### src/rtl/icache_pkg.sv
// Shared geometry, AHB encodings and refill FSM state type for the
// instruction-cache refill controller.
package icache_pkg;

  localparam int CACHE_LINE = 128;
  localparam int CACHE_SIZE = 8192;
  localparam int INDEX_W    = $clog2(CACHE_SIZE * 8 / CACHE_LINE);
  localparam int OFS_W      = 2;
  localparam int TAG_W      = 32 - INDEX_W - OFS_W;

  localparam logic [1:0] HTRANS_IDLE   = 2'b00;
  localparam logic [1:0] HTRANS_NONSEQ = 2'b10;
  localparam logic [1:0] HTRANS_SEQ    = 2'b11;

  localparam logic [2:0] HBURST_SINGLE = 3'b000;
  localparam logic [2:0] HBURST_WRAP4  = 3'b010;

  localparam logic [2:0] HSIZE_BYTE = 3'b000;
  localparam logic [2:0] HSIZE_WORD = 3'b010;

  typedef enum logic [2:0] {
    ST_IDLE,
    ST_ADDR,
    ST_BEAT,
    ST_FILL,
    ST_ERR
  } refill_state_t;

endpackage

### src/rtl/icache_line_buf.sv
// Four-word line assembly buffer: one 32-bit word written per cycle into a
// 2-bit slot, whole line visible on the output.
module icache_line_buf
  import icache_pkg::*;
(
  input  logic                  clk,
  input  logic                  rst,
  input  logic                  i_we,
  input  logic [1:0]            i_slot,
  input  logic [31:0]           i_wdata,
  output logic [CACHE_LINE-1:0] o_line
);

  logic [31:0] r_word [4];

  always_ff @(posedge clk) begin
    if (rst) begin
      for (int i = 0; i < 4; i++) r_word[i] <= '0;
    end else if (i_we) begin
      r_word[i_slot] <= i_wdata;
    end
  end

  assign o_line = {r_word[3], r_word[2], r_word[1], r_word[0]};

endmodule

### src/rtl/icache_refill_ctrl.sv
// Instruction-cache refill controller: fetches one line as an AHB WRAP4 read
// burst, critical word first, and writes the assembled line to the array.
//
// state | meaning
// IDLE  | ready for a miss request
// ADDR  | beat 0 address phase (NONSEQ)
// BEAT  | pipelined address/data phases for the rest of the burst
// FILL  | one-cycle line write to the array
// ERR   | bus error seen, one-cycle error pulse
module icache_refill_ctrl
  import icache_pkg::*;
(
  input  logic                  clk,
  input  logic                  rst,
  input  logic                  miss_valid,
  input  logic [31:0]           miss_addr,
  output logic                  miss_ready,
  output logic [31:0]           haddr,
  output logic [1:0]            htrans,
  output logic [2:0]            hburst,
  output logic [2:0]            hsize,
  output logic                  hwrite,
  input  logic                  hready,
  input  logic                  hresp,
  input  logic [31:0]           hrdata,
  output logic                  crit_valid,
  output logic [31:0]           crit_data,
  output logic                  line_we,
  output logic [INDEX_W-1:0]    line_index,
  output logic [TAG_W-1:0]      line_tag,
  output logic [CACHE_LINE-1:0] line_data,
  output logic                  refill_err
);

  refill_state_t r_state, w_next;
  logic [31:0]   r_addr;
  logic [2:0]    r_addr_cnt;
  logic [1:0]    r_data_cnt;
  logic          r_crit_valid;
  logic [31:0]   r_crit_data;

  logic          w_data_acc;
  logic [1:0]    w_aslot;
  logic [1:0]    w_wslot;

  // In BEAT exactly one data phase is always outstanding.
  assign w_data_acc = (r_state == ST_BEAT) && hready && !hresp;
  assign w_aslot    = r_addr[1:0] + r_addr_cnt[1:0];
  assign w_wslot    = r_addr[1:0] + r_data_cnt;

  always_ff @(posedge clk) begin
    if (rst) begin
      r_state      <= ST_IDLE;
      r_addr       <= '0;
      r_addr_cnt   <= '0;
      r_data_cnt   <= '0;
      r_crit_valid <= 1'b0;
      r_crit_data  <= '0;
    end else begin
      r_state      <= w_next;
      r_crit_valid <= w_data_acc && (r_data_cnt == 2'd0);
      if (w_data_acc && (r_data_cnt == 2'd0)) r_crit_data <= hrdata;
      if (r_state == ST_IDLE && miss_valid) begin
        r_addr     <= miss_addr;
        r_addr_cnt <= '0;
        r_data_cnt <= '0;
      end
      if (r_state == ST_ADDR && hready) r_addr_cnt <= 3'd1;
      if (w_data_acc) begin
        r_data_cnt <= r_data_cnt + 2'd1;
        if (r_addr_cnt < 3'd4) r_addr_cnt <= r_addr_cnt + 3'd1;
      end
    end
  end

  always_comb begin
    w_next     = r_state;
    miss_ready = 1'b0;
    haddr      = '0;
    htrans     = HTRANS_IDLE;
    hburst     = HBURST_SINGLE;
    hsize      = HSIZE_BYTE;
    line_we    = 1'b0;
    refill_err = 1'b0;
    case (r_state)
      ST_IDLE: begin
        miss_ready = 1'b1;
        if (miss_valid) w_next = ST_ADDR;
      end
      ST_ADDR: begin
        htrans = HTRANS_NONSEQ;
        haddr  = {r_addr[29:2], w_aslot, 2'b00};
        hburst = HBURST_WRAP4;
        hsize  = HSIZE_WORD;
        if (hready) w_next = ST_BEAT;
      end
      ST_BEAT: begin
        htrans = (r_addr_cnt < 3'd4) ? HTRANS_SEQ : HTRANS_IDLE;
        haddr  = {r_addr[29:2], w_aslot, 2'b00};
        hburst = HBURST_WRAP4;
        hsize  = HSIZE_WORD;
        if (hresp)                                   w_next = ST_ERR;
        else if (hready && (r_data_cnt == 2'd3))     w_next = ST_FILL;
      end
      ST_FILL: begin
        line_we = 1'b1;
        w_next  = ST_IDLE;
      end
      ST_ERR: begin
        refill_err = 1'b1;
        w_next     = ST_IDLE;
      end
      default: w_next = ST_IDLE;
    endcase
  end

  icache_line_buf u_line_buf (
    .clk     (clk),
    .rst     (rst),
    .i_we    (w_data_acc),
    .i_slot  (w_wslot),
    .i_wdata (hrdata),
    .o_line  (line_data)
  );

  assign hwrite     = 1'b0;
  assign crit_valid = r_crit_valid;
  assign crit_data  = r_crit_data;
  assign line_index = r_addr[OFS_W +: INDEX_W];
  assign line_tag   = r_addr[31 -: TAG_W];

endmodule

### config.mk
export PLATFORM = sky130hd
export DESIGN_NAME = icache_refill_ctrl
export DESIGN_NICKNAME = d
export VERILOG_FILES = /design/src/rtl/icache_pkg.sv /design/src/rtl/icache_line_buf.sv /design/src/rtl/icache_refill_ctrl.sv
export SDC_FILE = /design/constraint.sdc
export NUM_CORES = 1
export LEC_CHECK = 0
export BUFFER_PORTS_ARGS = -buffer_cell sky130_fd_sc_hd__buf_2
export CAP_MARGIN = 0
export CORE_ASPECT_RATIO = 1.4
export CORE_MARGIN = 4
export CORE_UTILIZATION = 50
export DETAILED_ROUTE_END_ITERATION = 8
export MAX_ROUTING_LAYER = met4
export PLACE_DENSITY = 0.8
export SYNTH_ARGS = -nofsm -noshare
export SYNTH_HDL_FRONTEND = slang
export SYNTH_SLANG_ARGS = --single-unit
### constraint.sdc
create_clock -name clk -period 5.1 [get_ports clk]
set_input_delay 1.02 -clock clk [delete_from_list [all_inputs] [get_ports clk]]
set_output_delay 1.02 -clock clk [all_outputs]
set_load 0.05 [all_outputs]
==> results of run 1 <==
## layout by cell type, fill, tap and decap left out, types with 2 or more instances in the layout
master,n
a21o_1,2
a21oi_1,70
and2_1,94
and3_1,64
buf_2,296
buf_4,11
bufinv_16,4
clkbuf_16,21
clkinv_1,2
clkinv_2,6
conb_1,7
dfxtp_1,73
edfxtp_1,128
ha_1,5
inv_1,5
nand2_1,66
nand2b_1,3
nand3_1,3
nand4_1,33
nor2_1,5
nor3_1,3
o211ai_1,3
o31ai_1,32
or2_2,2
or3b_2,2
xnor2_1,2
## stage by stage
stage	setup slack (ns)	utilization, %
after floorplan	2.04	-
after global placement	1.72	59.4
after detailed placement	1.60	59.4
after CTS	1.17	63.7
after global routing	0.940	63.8
final	1.24	63.8
## registers in the layout (all words and copies together) (netlist names)
register and count:
crit_data 32, crit_valid 1, r_addr 32, r_addr_cnt 3, r_data_cnt 2, r_state 3
u_line_buf.r_word 128
## worst max-delay path by stage
stage,depth (start not counted),to,from
floorplan,4,u_line_buf.r_word[0][0],hresp
global placement,5,u_line_buf.r_word[3][27],hresp
detailed placement,5,u_line_buf.r_word[3][9],hresp
CTS,4,haddr[3],r_state[0]
global route,4,haddr[3],r_state[0]
finish,4,haddr[3],r_state[0]
## layer usage
layer	up-vias	share of wire, %	track usage, %
met3	47	7.7	3.96
li1	3004	-	-
met5	-	0	-
met4	0	3.4	7.95
met2	337	50	38.5
met1	2991	39	27.9
## cell type report
cell class | instances | area [µm²] | share of cell area (%)
Clock inverter | 14 | 178 | 1.71
Timing Repair Buffer | 307 | 1560 | 15.0
Clock buffer | 22 | 529 | 5.09
Inverter | 5 | 18.8 | 0.180
Multi-Input combinational cell | 420 | 2560 | 24.6
Sequential cell | 201 | 5310 | 51.0
Tap cell | 199 | 249 | 2.39
## cells by family (layout without fill, tap and decap cells)
| group | after synthesis | count (layout) | synth area share, % |
|---|---|---|---|
| AO/OA/AOI/OAI | 114 | 114 | 8.13 |
| XOR/XNOR | 5 | 5 | 0.702 |
| buffers and inverters | 107 | 348 | 7.01 |
| AND/OR/NAND/NOR | 288 | 288 | 19.9 |
| flip-flops | 201 | 201 | 63.4 |
| multiplexers | 1 | 1 | 0.120 |
| adder cells (fa/ha/maj) | 5 | 5 | 0.747 |
| other | 1 | 7 | 0.0448 |
## worst max-delay path, cell delays in order (launching register included)
cell      delay, ns
dfxtp_1        0.75
nand2b_1       0.18
a21oi_2        0.89
and2_1         0.25
buf_2          0.27
## where the power goes
part           internal (mW)  switching (mW)  total, mW
combinational          0.103           0.417      0.519
clock                  0.957           0.610       1.57
sequential              1.78          0.0332       1.82
total                   2.84            1.06       3.90
==> results.md, run 1 <==
- Tmin final: 3.86 ns
- Hold depth: 2
- Max Cap Viol: 0
- Crit Reg-Reg Endpoint: u_line_buf.r_word[3][11]
- Final Max Tran Viols: 0
- Port Buffers: 296
- Worst IR drop on VDD: 0.259 mV
- Flops & latches, synth: 201
- Htree depth: 1
- Clk_lat worst skew: 0.48 ns
- Total number of vias: 6379
- Most common cell in the netlist: edfxtp_1
- Hold Path Origin: r_addr[30]
- Largest net degree at the start of global routing: 59
- TritonCTS buffer count: 20
- Die width: 117 µm
- Mapped Area: 8370 µm²
- Outcome: finished clean
- Num rows: 55
- WL final: 22300 µm
- R2R cell count: 3
- Register area share after synthesis: 63.4%
- Fraction of layout cells with a size suffix above 1: 36.5%
- Num ports: 304
- Setup repair bufs after CTS: 0
- DR pass1 iterations: 7
- Synth area leader: edfxtp_1
- Placed Instance Area: 9680 µm²
- Data required, critical path: 4.08 ns
- 1st-iter DRT viols: 595
- Fillers: 1257
- CP Max Fanout: 32
- CP endpoint kind: output port
- Final setup vio count: 0
- Ant. Diodes: 0
- Initial Util: 51.3%
- Post-cts resize count: 0
- Worst slew margin: 20.6%
- Hold WC Path Type: reg2reg
- GRT Overall Usage: 22.8%
- Post-route insts no fill: 1168
- Top-area cell type share of the netlist area: 45.9%
- Number of enable flip-flop cells after synthesis: 128
- Placer congestion estimate: 0.815
- RSZ-0062 raised after global routing: no
- Final ANT Viol Nets: 0
- Post-Syn Instances: 722
- Power Dens Cells: 375 nW/µm²
- Arrival time worst endpoint: 2.84 ns
- Total Power: 3.90 mW
- Drt via density: 5.46
- Antenna violations before repair: 0
- Startpoint types: flip-flop
- DRC Markers: 0
- Library cells used by synthesis: 45
- Post-route cell area: 10400 µm²
- F_max: 0.259 GHz
- CTS tree: yes
- Final period utilization: 75.6%
- Vias in the first global route: 6169
- Main synth FF type: edfxtp_1
- Root Driver: clkbuf_16
- Asr flop ratio synth: 0%
- Top cells by area, synth: edfxtp_1, dfxtp_1, and2_1
- Fin Setup TNS: 0 ns
- Clk sinks: 201
- Clock slew at reported path FFs: 0.06 ns
- Fin nets: 1029
- Mean Syn Cell Area: 11.6 µm²
- Dpl cells: 1132
- RR Startpoint: r_addr[1]
- WHS: 0.454 ns
- Setup CP Type: reg2out
- Die area: 18900 µm²
- Measured slew at the worst slew-check pin: 1.19 ns
- R2R setup slack: 2.11 ns
- Fin. Hold Viols: 0
- Gr ovfl total: 0
- Area delta synth->final: 24.2%
- Detail Placement HPWL: 15500 µm
- # hold bufs at CTS: 0
- Core area: 16300 µm²
- Worst hold path endpoint: r_addr[30]
- Die Y: 161 µm
- Skew final: 0.00803 ns
- Synth cell count leaders: edfxtp_1, and2_1, dfxtp_1, a21oi_1, nand2_1
- Yosys Warn Count: 0
- Max clock buf depth: 3
- Drt wl/cell: 19.1 µm
- First-pass GRT wire length: 34000 µm
- Leak Pwr: 4.79 nW
Power figures use the tool's default switching activity.
==> run 2, diff against run 1 <==
ABC_AREA = 1   (was not set)
CORE_UTILIZATION = 49   (was 50)
PLACE_DENSITY = 0.79   (was 0.8)
clock period = 3.9 ns   (was 5.1 ns; I/O delays follow)
==> results.md, run 2 <==
- Most frequent cells in the layout: buf_2, nor2_1, edfxtp_1
- Detail Placement HPWL: 14600 µm (-6.2%)
- Fraction of layout cells with a size suffix above 1: 34.3% (-2.2 points)
- Worst slew margin: 24.5% (+3.9 points)
- Core area: 16200 µm² (-0.84%)
- Post-Syn Instances: 791 (+9.6%)
- Total Power: 6.66 mW (+71%)
- Crit Reg-Reg Endpoint: u_line_buf.r_word[2][30]
- Total number of vias: 6213 (-2.6%)
- Max Cap Viol: 0 (unchanged)
- RR Startpoint: r_addr[0]
- F_max: 0.315 GHz
- # hold bufs at CTS: 0 (unchanged)
- Drt via density: 4.93 (-9.7%)
- Die area: 18600 µm² (-1.7%)
- Critical Path Start: r_state[0]
- Post-route cell area: 10100 µm² (-3.3%)
- Top cell by count, worst path: inv_1
- R2R setup slack: 1.54 ns (-0.57 ns)
- Critical path cell sequence: inv_1, nand3_1, nand2_1, inv_1, nor2_1, buf_2
- Mapped Area: 8060 µm² (-3.8%)
- Register area: 5310 µm² (unchanged)
- Top routing layer used: met4
- Clock network power share: 26.9% (-13 points)
- Psw: 2.69 mW (+150%)
- Top-area cell type share of the netlist area: 47.7% (+1.8 points)
- Worst IR drop on VDD: 0.660 mV (+150%)
- DR WL met3: 1650 µm (-3.9%)
- First-pass GRT wire length: 31100 µm (-8.6%)
- Clock slew at reported path FFs: 0.06 ns (about the same)
- Num ports: 304 (unchanged)
- Most common cell in the netlist: nor2_1
- Hold WC Path Type: reg2reg
- Routed wl met2: 10300 µm (-8.1%)
- R2R cell count: 11 (+8)
- RSZ-0062 raised after global routing: no
- Tmin final: 3.17 ns
- Antenna violations before repair: 1 (+1)
- Max reg flops: 128 (unchanged)
- Initial Util: 49.8% (-1.5 points)
- Die Y: 160 µm (-0.86%)
- Asr flop ratio synth: 0% (unchanged)
- Num rows: 55 (unchanged)
- WL final: 20500 µm (-8.0%)
- Combinational share of power: 33.8% (+20 points)
- Power Dens Cells: 662 nW/µm² (+76%)
- Final setup vio count: 0 (unchanged)
- CTS tree: yes
- Flop pwr share: 39.3% (-7.2 points)
- Clk_lat worst skew: 0.48 ns (about the same)
- CP Max Fanout: 29 (-9.4%)
- Root Driver: clkbuf_16
- Leak Pwr: 4.77 nW (-0.59%)
- GRT Overall Usage: 21.9% (-0.92 points)
- Outcome: finished clean
- Most flop-heavy register: u_line_buf.r_word
- Largest net degree at the start of global routing: 70 (+19%)
- Final period utilization: 81.4%
- DR pass1 iterations: 5 (-2)
- Gr ovfl total: 0 (unchanged)
- 1st-iter DRT viols: 443 (-26%)
- Library cells used by synthesis: 25 (-44%)
- Hold Path Origin: r_addr[5]
- Placed Instance Area: 9460 µm² (-2.3%)
- Synth cell count leaders: nor2_1, edfxtp_1, nand2_1, inv_1, dfxtp_1
- Max clock buf depth: 3 (unchanged)
- Fin. Hold Viols: 0 (unchanged)
- Final core occ: 62.2% (-1.6 points)
- Fillers: 1298 (+3.3%)
- Register area share after synthesis: 65.8% (+2.5 points)
- Port Buffers: 296 (unchanged)
- Placer congestion estimate: 0.820 (+0.68%)
- CP endpoint kind: output port
- Htree depth: 1 (unchanged)
- Startpoint types: flip-flop
- Setup CP Type: reg2out
- Max stage delay on crit path: 0.65 ns (-0.24 ns)
- Mean Syn Cell Area: 10.2 µm² (-12%)
- Post-route insts no fill: 1260 (+7.9%)
- Sw Ratio: 40.5% (+13 points)
- Fin nets: 1123 (+9.1%)
- WHS: 0.473 ns (+0.0189 ns)
- Arrival time worst endpoint: 2.39 ns (-0.45 ns)
- Die width: 116 µm (-0.84%)
- Post-place setup slack: 1.11 ns (-0.491 ns)
- Met1 wire length: 7420 µm (-14%)
- Area delta synth->final: 24.8%
- Yosys Warn Count: 0 (unchanged)
- Setup repair bufs after CTS: 0 (unchanged)
- Top cells by area, synth: edfxtp_1, dfxtp_1, nor2_1
- Fin Setup TNS: 0 ns (unchanged)
- Drt wl/cell: 16.2 µm (-15%)
- Final WS setup: 0.726 ns (-0.518 ns)
- Critical path destination: haddr[11]
- TritonCTS buffer count: 19 (-5.0%)
- Data required, critical path: 3.12 ns (-0.96 ns)
- Critical Path Slowest Stage Cell: inv_1
- Skew final: 0.0160 ns (+0.00799 ns)
- Flops & latches, synth: 201 (unchanged)
- Final ANT Viol Nets: 0 (unchanged)
- Dpl cells: 1227 (+8.4%)
- Internal power: 3.96 mW (+39%)
- Clk sinks: 201 (unchanged)
- Final Max Tran Viols: 0 (unchanged)
- Synth area leader: edfxtp_1
- Measured slew at the worst slew-check pin: 1.13 ns (-0.0605 ns)
- Commonest non-fill, non-tap cell in the layout: buf_2
- Vias in the first global route: 6157 (-0.19%)
- Post-cts resize count: 0 (unchanged)
- Main synth FF type: edfxtp_1
- DRC Markers: 0 (unchanged)
- Number of enable flip-flop cells after synthesis: 128 (unchanged)
- Multi-input gate area: 2020 µm² (-21%)
[run 2: metal layers]
| metal | global-route usage [%] | up-vias |
|---|---|---|
| li1 | - | 3009 |
| met4 | 12.0 | 0 |
| met5 | - | - |
| met1 | 24.4 | 2815 |
| met3 | 3.45 | 78 |
| met2 | 36.8 | 311 |
[run 2: power groups by stage]
stage	sequential (mW)	combinational, mW	clock (mW)
CTS	2.62	2.26	1.82
detailed placement	2.66	2.26	0
global route	2.64	2.39	1.91
floorplan	3.02	1.53	0
finish	2.62	2.25	1.79
global placement	2.66	2.23	0
[run 2: worst min path at each step]
stage / endpoint / slack [ns] / cells past startpoint
2_1_floorplan: r_addr[30] / 0.44 / 2
4_1_cts: r_addr[31] / 0.48 / 2
3_3_place_gp: r_addr[31] / 0.45 / 2
6_report: r_addr[5] / 0.47 / 2
3_5_place_dp: r_addr[31] / 0.47 / 2
5_1_grt: r_addr[22] / 0.49 / 2
[run 2: cell type report]
cell class                      instances  area share, %
Clock buffer                           24           5.01
Tap cell                              199           2.48
Clock inverter                          8          0.883
Antenna cell                            1         0.0249
Multi-Input combinational cell        437           20.0
Timing Repair Buffer                  308           15.8
Sequential cell                       201           52.7
Inverter                               82           3.06
[run 2: kinds of logic after synthesis]
| family | share of synthesized area [%] |
|---|---|
| AO/OA/AOI/OAI | 4.29 |
| XOR/XNOR | 0.109 |
| adder cells (fa/ha/maj) | 0.777 |
| buffers and inverters | 9.64 |
| flip-flops | 65.8 |
| other | 0.0465 |
| AND/OR/NAND/NOR | 19.3 |
[run 2: critical path, delay by kind of cell, from the launching register on]
| kind | cells | cell delay [ns] |
|---|---|---|
| buf+inv | 3 | 1.07 |
| simple gates | 3 | 0.44 |
| flops | 1 | 0.42 |
